--- src/rtl/ram_bist_ctrl.sv ---
// ---------------------------------------------------------------------------
// ram_bist_ctrl -- March-style built-in self test controller for a
// single-port synchronous RAM.
//
// A test writes pat(a) to every address, then reads every address back.
// Each read word is compared against its expected pattern on the following
// cycle. Mismatches are counted, and the address of the first mismatch is
// kept.
//
// Optional feature (macro RAM_BIST_INV_PASS_EN):
//   When the macro is defined, a second write/read pass runs with the
//   inverted pattern. Errors accumulate across both passes.
//   When the macro is undefined, only the true-pattern pass runs.
//
// Parameters:
//   AW        RAM address width (depth 2^AW words)
//   DW        RAM data width
// Ports:
//   CLK       clock, rising edge
//   RST       asynchronous active-high reset
//   START     test request, sampled only in IDLE
//   A, D      registered RAM address / write data
//   EN, WR    registered RAM enable / write strobe (WR=0 means read)
//   Q         RAM read data, valid the cycle after the read edge
//   BUSY      high while a test is running (not IDLE, not DONE)
//   DONE      one-cycle end-of-test pulse
//   PASS      result of the last test, held until the next START
//   ERR_CNT   saturating mismatch count
//   ERR_ADDR  address of the first mismatch
// ---------------------------------------------------------------------------
module ram_bist_ctrl #(
    parameter int AW = 2,
    parameter int DW = 3
) (
    input  logic          CLK,
    input  logic          RST,
    input  logic          START,
    output logic [AW-1:0] A,
    output logic [DW-1:0] D,
    output logic          EN,
    output logic          WR,
    input  logic [DW-1:0] Q,
    output logic          BUSY,
    output logic          DONE,
    output logic          PASS,
    output logic [AW:0]   ERR_CNT,
    output logic [AW-1:0] ERR_ADDR
);

    typedef enum logic [2:0] {
        S_IDLE,
        S_WR_PASS,
        S_RD_PASS,
        S_FLUSH,
        S_DONE
    } state_t;

    state_t        r_state;
    state_t        w_state_nxt;
    logic [AW-1:0] r_a;
    logic [AW-1:0] w_a_nxt;
    logic [DW-1:0] r_d;
    logic [DW-1:0] w_d_nxt;
    logic          r_en;
    logic          w_en_nxt;
    logic          r_wr;
    logic          w_wr_nxt;
    logic          r_pass;
    logic          w_pass_nxt;
    logic [AW:0]   r_err_cnt;
    logic [AW:0]   w_err_cnt_nxt;
    logic [AW-1:0] r_err_addr;
    logic [AW-1:0] w_err_addr_nxt;
    logic          r_rd_vld;     // a read was issued on the previous edge
    logic [AW-1:0] r_rd_addr;    // address of that read
    logic          w_start_acc;
    logic          w_last_addr;
    logic          w_mismatch;
    logic [DW-1:0] w_exp;
`ifdef RAM_BIST_INV_PASS_EN
    logic          r_inv;
    logic          w_inv_nxt;
`endif

    // Address zero-extended or truncated to the data width.
    function automatic logic [DW-1:0] pat(input logic [AW-1:0] a);
        pat = DW'(a);
    endfunction

    assign w_start_acc = (r_state == S_IDLE) && START;
    assign w_last_addr = (r_a == {AW{1'b1}});

`ifdef RAM_BIST_INV_PASS_EN
    assign w_d_nxt = pat(w_a_nxt) ^ {DW{w_inv_nxt}};
    // r_inv is still the pass that issued the read, even on the FLUSH edge.
    assign w_exp   = pat(r_rd_addr) ^ {DW{r_inv}};
`else
    assign w_d_nxt = pat(w_a_nxt);
    assign w_exp   = pat(r_rd_addr);
`endif

    assign w_mismatch = r_rd_vld && (Q != w_exp);

    // NOTE: every always_comb output is given a default first so that no path
    // leaves it unassigned and infers a latch.
    always_comb begin
        w_state_nxt = r_state;
        w_a_nxt     = '0;
        w_en_nxt    = 1'b0;
        w_wr_nxt    = 1'b0;
`ifdef RAM_BIST_INV_PASS_EN
        w_inv_nxt   = r_inv;
`endif
        case (r_state)
            S_IDLE: begin
                if (START) begin
                    w_state_nxt = S_WR_PASS;
                    w_en_nxt    = 1'b1;
                    w_wr_nxt    = 1'b1;
`ifdef RAM_BIST_INV_PASS_EN
                    w_inv_nxt   = 1'b0;
`endif
                end
            end
            S_WR_PASS: begin
                w_en_nxt = 1'b1;
                if (w_last_addr) begin
                    w_state_nxt = S_RD_PASS;
                end else begin
                    w_a_nxt  = r_a + AW'(1);
                    w_wr_nxt = 1'b1;
                end
            end
            S_RD_PASS: begin
                if (w_last_addr) begin
                    w_state_nxt = S_FLUSH;
                end else begin
                    w_a_nxt  = r_a + AW'(1);
                    w_en_nxt = 1'b1;
                end
            end
            S_FLUSH: begin
`ifdef RAM_BIST_INV_PASS_EN
                if (!r_inv) begin
                    w_state_nxt = S_WR_PASS;
                    w_en_nxt    = 1'b1;
                    w_wr_nxt    = 1'b1;
                    w_inv_nxt   = 1'b1;
                end else begin
                    w_state_nxt = S_DONE;
                end
`else
                w_state_nxt = S_DONE;
`endif
            end
            S_DONE:  w_state_nxt = S_IDLE;
            default: w_state_nxt = S_IDLE;
        endcase
    end

    // Error bookkeeping. A new START clears the result of the previous test.
    always_comb begin
        w_err_cnt_nxt  = r_err_cnt;
        w_err_addr_nxt = r_err_addr;
        w_pass_nxt     = r_pass;
        if (w_start_acc) begin
            w_err_cnt_nxt  = '0;
            w_err_addr_nxt = '0;
            w_pass_nxt     = 1'b0;
        end else begin
            if (w_mismatch) begin
                if (r_err_cnt != {(AW+1){1'b1}}) begin
                    w_err_cnt_nxt = r_err_cnt + (AW+1)'(1);
                end
                if (r_err_cnt == '0) begin
                    w_err_addr_nxt = r_rd_addr;
                end
            end
            // Use the count that includes the final compare made on this edge.
            if ((r_state == S_FLUSH) && (w_state_nxt == S_DONE)) begin
                w_pass_nxt = (w_err_cnt_nxt == '0);
            end
        end
    end

    // NOTE: sequential state uses non-blocking assignments so that every
    // register samples the pre-edge values of the others.
    always_ff @(posedge CLK or posedge RST) begin
        if (RST) begin
            r_state    <= S_IDLE;
            r_a        <= '0;
            r_d        <= '0;
            r_en       <= 1'b0;
            r_wr       <= 1'b0;
            r_pass     <= 1'b0;
            r_err_cnt  <= '0;
            r_err_addr <= '0;
            r_rd_vld   <= 1'b0;
            r_rd_addr  <= '0;
`ifdef RAM_BIST_INV_PASS_EN
            r_inv      <= 1'b0;
`endif
        end else begin
            r_state    <= w_state_nxt;
            r_a        <= w_a_nxt;
            r_d        <= w_d_nxt;
            r_en       <= w_en_nxt;
            r_wr       <= w_wr_nxt;
            r_pass     <= w_pass_nxt;
            r_err_cnt  <= w_err_cnt_nxt;
            r_err_addr <= w_err_addr_nxt;
            r_rd_vld   <= r_en & ~r_wr;
            r_rd_addr  <= r_a;
`ifdef RAM_BIST_INV_PASS_EN
            r_inv      <= w_inv_nxt;
`endif
        end
    end

    assign A        = r_a;
    assign D        = r_d;
    assign EN       = r_en;
    assign WR       = r_wr;
    assign BUSY     = (r_state != S_IDLE) && (r_state != S_DONE);
    assign DONE     = (r_state == S_DONE);
    assign PASS     = r_pass;
    assign ERR_CNT  = r_err_cnt;
    assign ERR_ADDR = r_err_addr;

endmodule

--- config.mk ---
export PLATFORM = sky130hd
export DESIGN_NAME = ram_bist_ctrl
export DESIGN_NICKNAME = d
export VERILOG_FILES = /design/src/rtl/ram_bist_ctrl.sv
export SDC_FILE = /design/constraint.sdc
export NUM_CORES = 1
export LEC_CHECK = 0
export CAP_MARGIN = 0
export CORE_UTILIZATION = 35
export CTS_BUF_LIST = sky130_fd_sc_hd__clkbuf_8 sky130_fd_sc_hd__clkbuf_16
export CTS_CLUSTER_DIAMETER = 120
export DETAILED_ROUTE_END_ITERATION = 10
export SYNTH_ARGS = -nofsm -noshare
export SYNTH_HDL_FRONTEND = slang
export SYNTH_SLANG_ARGS = --single-unit
--- constraint.sdc ---
create_clock -name CLK -period 2.75 [get_ports CLK]
set_input_delay 0.4125 -clock CLK [delete_from_list [all_inputs] [get_ports CLK]]
set_output_delay 0.4125 -clock CLK [all_outputs]
set_load 0.1 [all_outputs]
# --- Word-level counts from Yosys, hierarchy flattened ---
# Index checks and enable logic that the tools add are counted.
op_classes:
  reduce_logical: 13
  bitwise: 2
  n_eq_ne: 9
  n_mux: 19
  n_addsub: 2
ops:
  columns: ["op", "n"]
  rows:
  - ["$mux 3", 7]
  - ["$pmux 3 s4", 1]
  - ["$mux 2", 5]
  - ["$logic_not 3->1", 3]
  - ["$eq 3x2->1 const B", 2]
  - ["$eq 3x3->1 const B", 2]
  - ["$ne 3x3->1 const B", 2]
  - ["$reduce_bool 2->1", 3]
  - ["$logic_and 1x1->1", 4]
  - ["$mux 1", 4]
  - ["$add 3x1->3 const B", 1]
  - ["$eq 3x1->1 const B", 1]
  - ["$ne 3x2->1", 1]
  - ["$pmux 1 s3", 1]
  - ["$reduce_bool 3->1", 1]
  - ["$add 2x1->2 const B", 1]
  - ["$eq 2x2->1 const B", 1]
  - ["$pmux 1 s2", 1]
  - ["$reduce_and 2->1", 1]
  - ["$reduce_or 2->1", 1]
  - ["$and 1x1->1", 1]
  - ["$not 1->1", 1]
word_totals:
  regBits: 16
  output_inout_bits: 15
  inputBits: 6

# --- Logic depth before layout (Yosys ltp) ---
logic_depth:
  depth_word: 7
  ltp_mapped: 6

# --- Worst setup path after synthesis ---
# No wires, ideal clock.
synth_path:
  path_type: "register -> register"
  start: "register r_err_cnt[0] (netlist: ERR_CNT[0])"
  end: "register r_err_addr[0] (netlist: ERR_ADDR[0])"
  path_buffers: 0
  arrival_time_ps: 1883
  stages_incl_launch_ff: 7
  period_less_slack_ps: 2013
  setup_slack_ps: 737
  cell_sequence: "dfrtp_1 > inv_1 > ha_1 > nor2b_1 > o311ai_2 > mux2i_1 > nor2_1"
synth_between:
  elab_chain_cells: 3
synth_lines:
  columns: ["element", "line_no", "text"]
  rows:
  - ["from (decl)", "70", "logic [AW:0] r_err_cnt;"]
  - ["from (signal assigned)", "210", "r_err_cnt <= w_err_cnt_nxt;"]
  - ["$logic_not 3->1", "175", "if (r_err_cnt == '0) begin"]
  - ["$reduce_bool 2->1 (no line)", null, null]
  - ["$reduce_and 2->1 (no line)", null, null]
  - ["to (signal assigned)", "211", "r_err_addr <= w_err_addr_nxt;"]
  - ["to (decl)", "72", "logic [AW-1:0] r_err_addr;"]
# No other way between the ends.
# A chain may end at the register's enable or synchronous reset.

# --- Worst setup path after layout ---
layout_path:
  start: "register r_state[1]"
  end: "output port DONE"
layout_between:
  elab_chain_cells: 1
layout_lines:
  columns: ["element", "line_no", "text"]
  rows:
  - ["from (decl)", "58", "state_t r_state;"]
  - ["from (signal assigned)", "204", "r_state <= w_state_nxt;"]
  - ["$eq 3x3->1", "225", "assign DONE = (r_state == S_DONE);"]
  - ["to (decl)", "44", "output logic DONE,"]
# No other way between the ends.

==> results.yml <==
outcome:
  status: "complete, no violations"
critical_path:
  crit_buf_inv: 1
  startpoint_type: "flip-flop"
  slowest_stage: "dfrtp_1"
  reg2reg_depth: 4
  path_class: "flip-flop to output port"
  critPathMaxStageDelay_ns: 0.46
  crit_fanout: 7
  r2r-end: "PASS$_DFFE_PP0P_"
  r2r_slack_ns: 1.27
  critPathTopFamily: "flip-flops"
  r2r_start: "r_rd_addr[1]$_DFF_PP0_"
  critPathCaptureType: "output port"
  crit_chain: "nor2_1, and2_1, buf_4"
  cp.arrival_ns: 1.33
  required_ns: 2.34
synth:
  synth-seq-cells: 16
  synthesis.area_sq_um: 815.8
  synth_top_area_cell: "dfrtp_1"
  syn_inst: 73
  synth_area_leaders: "dfrtp_1, mux2i_1, ha_1"
  yosys_warnings: 0
  synth_area_per_cell_sq_um: 11.18
  synth_cell_types: 29
  synth_top_flop_cell: "dfrtp_1"
  async_flop_share_pct: 100.0
  synth_top_area_share_pct: 49.08
  synth_edf_count: 0
  synth.most_common_cell: "dfrtp_1"
  seq_area_frac_synth_pct: 49.08
  syn-num-nets: 82
  synth_commonest_cells: "dfrtp_1, nor2_1, inv_1, mux2i_1"
layout:
  antenna_cells: 0
  fin_area_sq_um: 1027
  area_growth_pct: 25.92
  drive_gt1_share_pct: 25.56
  final_util_pct: 46.44
  final_net_count: 100
  fill_cells: 229
routing:
  antenna_left: 0
  vias: 555
  wirelength_microns: 1368
  route.detailed.drc: 0
  vias_per_cell: 4.703
  firstDrtPassIters: 2
  drt-wirelength-per-cell_microns: 11.59
  drt_iter0_markers: 8
sta:
  min_period_ns: 1.747
  slew_violations: 0
  rsz0062_at_grt: "no"
  layout_setup_ws_ns: 1.003
  fmax_mhz: 572.3
  setup_viol_count_final: 0
  slew_headroom_pct: 61.98
  tns_ns: 0
  tightest_slew_ns: 0.5696
  post-route-period-util_pct: 63.54
  hold_violations: 0
  fin_skew_ns: 0.0008319
global_route:
  grt_pass1_vias: 538
  grt_usage_pct: 12.72
  grt_pass1_wl_microns: 2394
  antenna_found_initial: 0
  grt_max_degree: 17
  grt-ovfl-total: 0
clocking:
  cts_buffer_depth: 2
  ctsRootBufferMaster: "clkbuf_8"
  cts_buffers: 3
  post_cts_resized: 0
  postCtsSetupRepairBufs: 0
  clk_pin_slew_worst_paths_ns: 0.06
  cts_tree: "done"
  htreeDepth: 1
  hold_buffers: 0
  clk_latency_ns: 0.25
  clock-sinks: 16
flow_run:
  drv_cap: 0
die:
  rows: 17
  core_sq_um: 2212
  dieArea_sq_um: 2528
  die_h_microns: 50.28
  start_util_pct: 36.88
  die_w_microns: 50.28
  ios: 21
hold_path:
  hold_end: "r_rd_addr[1]$_DFF_PP0_"
  min-delay-start: "D[1]$_DFF_PP0_"
  min_path_type: "flip-flop to flip-flop"
  holdPathStages: 0
placed_design:
  portBuffers: 19
  gp_congestion: 0.7060
  dpl_worst_slack_ns: 0.8261
  dpl_cell_area_sq_um: 972.2
  dp_hpwl_microns: 1050
[final cells by class]
| cell class | instances | area, sq um | share of cell area, % |
|---|---|---|---|
| inverters | 6 | 22.52 | 2.192 |
| well taps | 28 | 35.03 | 3.410 |
| clock buffers | 4 | 55.05 | 5.359 |
| multi-input cells | 45 | 359.1 | 34.96 |
| repair buffers | 19 | 155.1 | 15.10 |
| flip-flops and latches | 16 | 400.4 | 38.98 |
[through the flow]
step | hold WS (ns) | instances
finish | 0.4295 | 118
global route | 0.4464 | 118
CTS | 0.4378 | 118
detailed placement | 0.4236 | 114
global placement | 0.4203 | 114
floorplan | 0.3262 | 73
[flip-flops by register name, summed over array words and instances (netlist names)]
name	count
r_state	3
r_rd_vld	1
ERR_CNT	3
PASS	1
EN	1
r_rd_addr	2
D	2
ERR_ADDR	2
WR	1
[layout by cell type (no fill, tap or decap), types with 2 or more instances in the layout]
| cell type | Yosys | routed |
|---|---|---|
| buf_4 | 3 | 14 |
| clkbuf_8 | 0 | 4 |
| clkdlybuf4s50_1 | 0 | 5 |
| dfrtp_1 | 16 | 16 |
| ha_1 | 3 | 3 |
| inv_1 | 6 | 6 |
| mux2i_1 | 5 | 5 |
| nand2_1 | 3 | 3 |
| nor2_1 | 8 | 8 |
| nor2b_1 | 3 | 3 |
| nor3_1 | 2 | 2 |
| o21a_1 | 2 | 2 |
| xnor2_1 | 2 | 2 |
[per-layer routing]
metal,part of all wire (%),track usage [%]
met1,44,15.62
met2,49,20.89
met5,0,0
met4,0.66,2.857
met3,6.5,4.848
[how the worst max path moves through the flow]
| stage | start | end | slack [ns] | cells after the start |
|---|---|---|---|---|
| CTS | r_state[1]$_DFF_PP0_ | DONE | 0.99 | 3 |
| floorplan | ERR_CNT[0]$_DFF_PP0_ | ERR_ADDR[0]$_DFFE_PP0P_ | 0.74 | 6 |
| global route | r_state[1]$_DFF_PP0_ | DONE | 0.92 | 3 |
| detailed placement | Q[0] | PASS$_DFFE_PP0P_ | 0.83 | 5 |
| finish | r_state[1]$_DFF_PP0_ | DONE | 1.00 | 3 |
| global placement | Q[0] | PASS$_DFFE_PP0P_ | 0.85 | 5 |
[logic make-up after synthesis]
group	count (synthesis)	share of synthesized area [%]
AOI/OAI and AO/OA	9	11.81
xor gates and xnor gates	4	5.216
adders and majority gates	3	4.602
buffers and inverters	12	6.901
DFF	16	49.08
muxes	6	7.515
other	1	0.4597
and+or+nand+nor	22	14.42
Power is left out: the tool's default activity adds up to more than one toggle a clock period on the data nets, which glitch-free logic cannot reach.
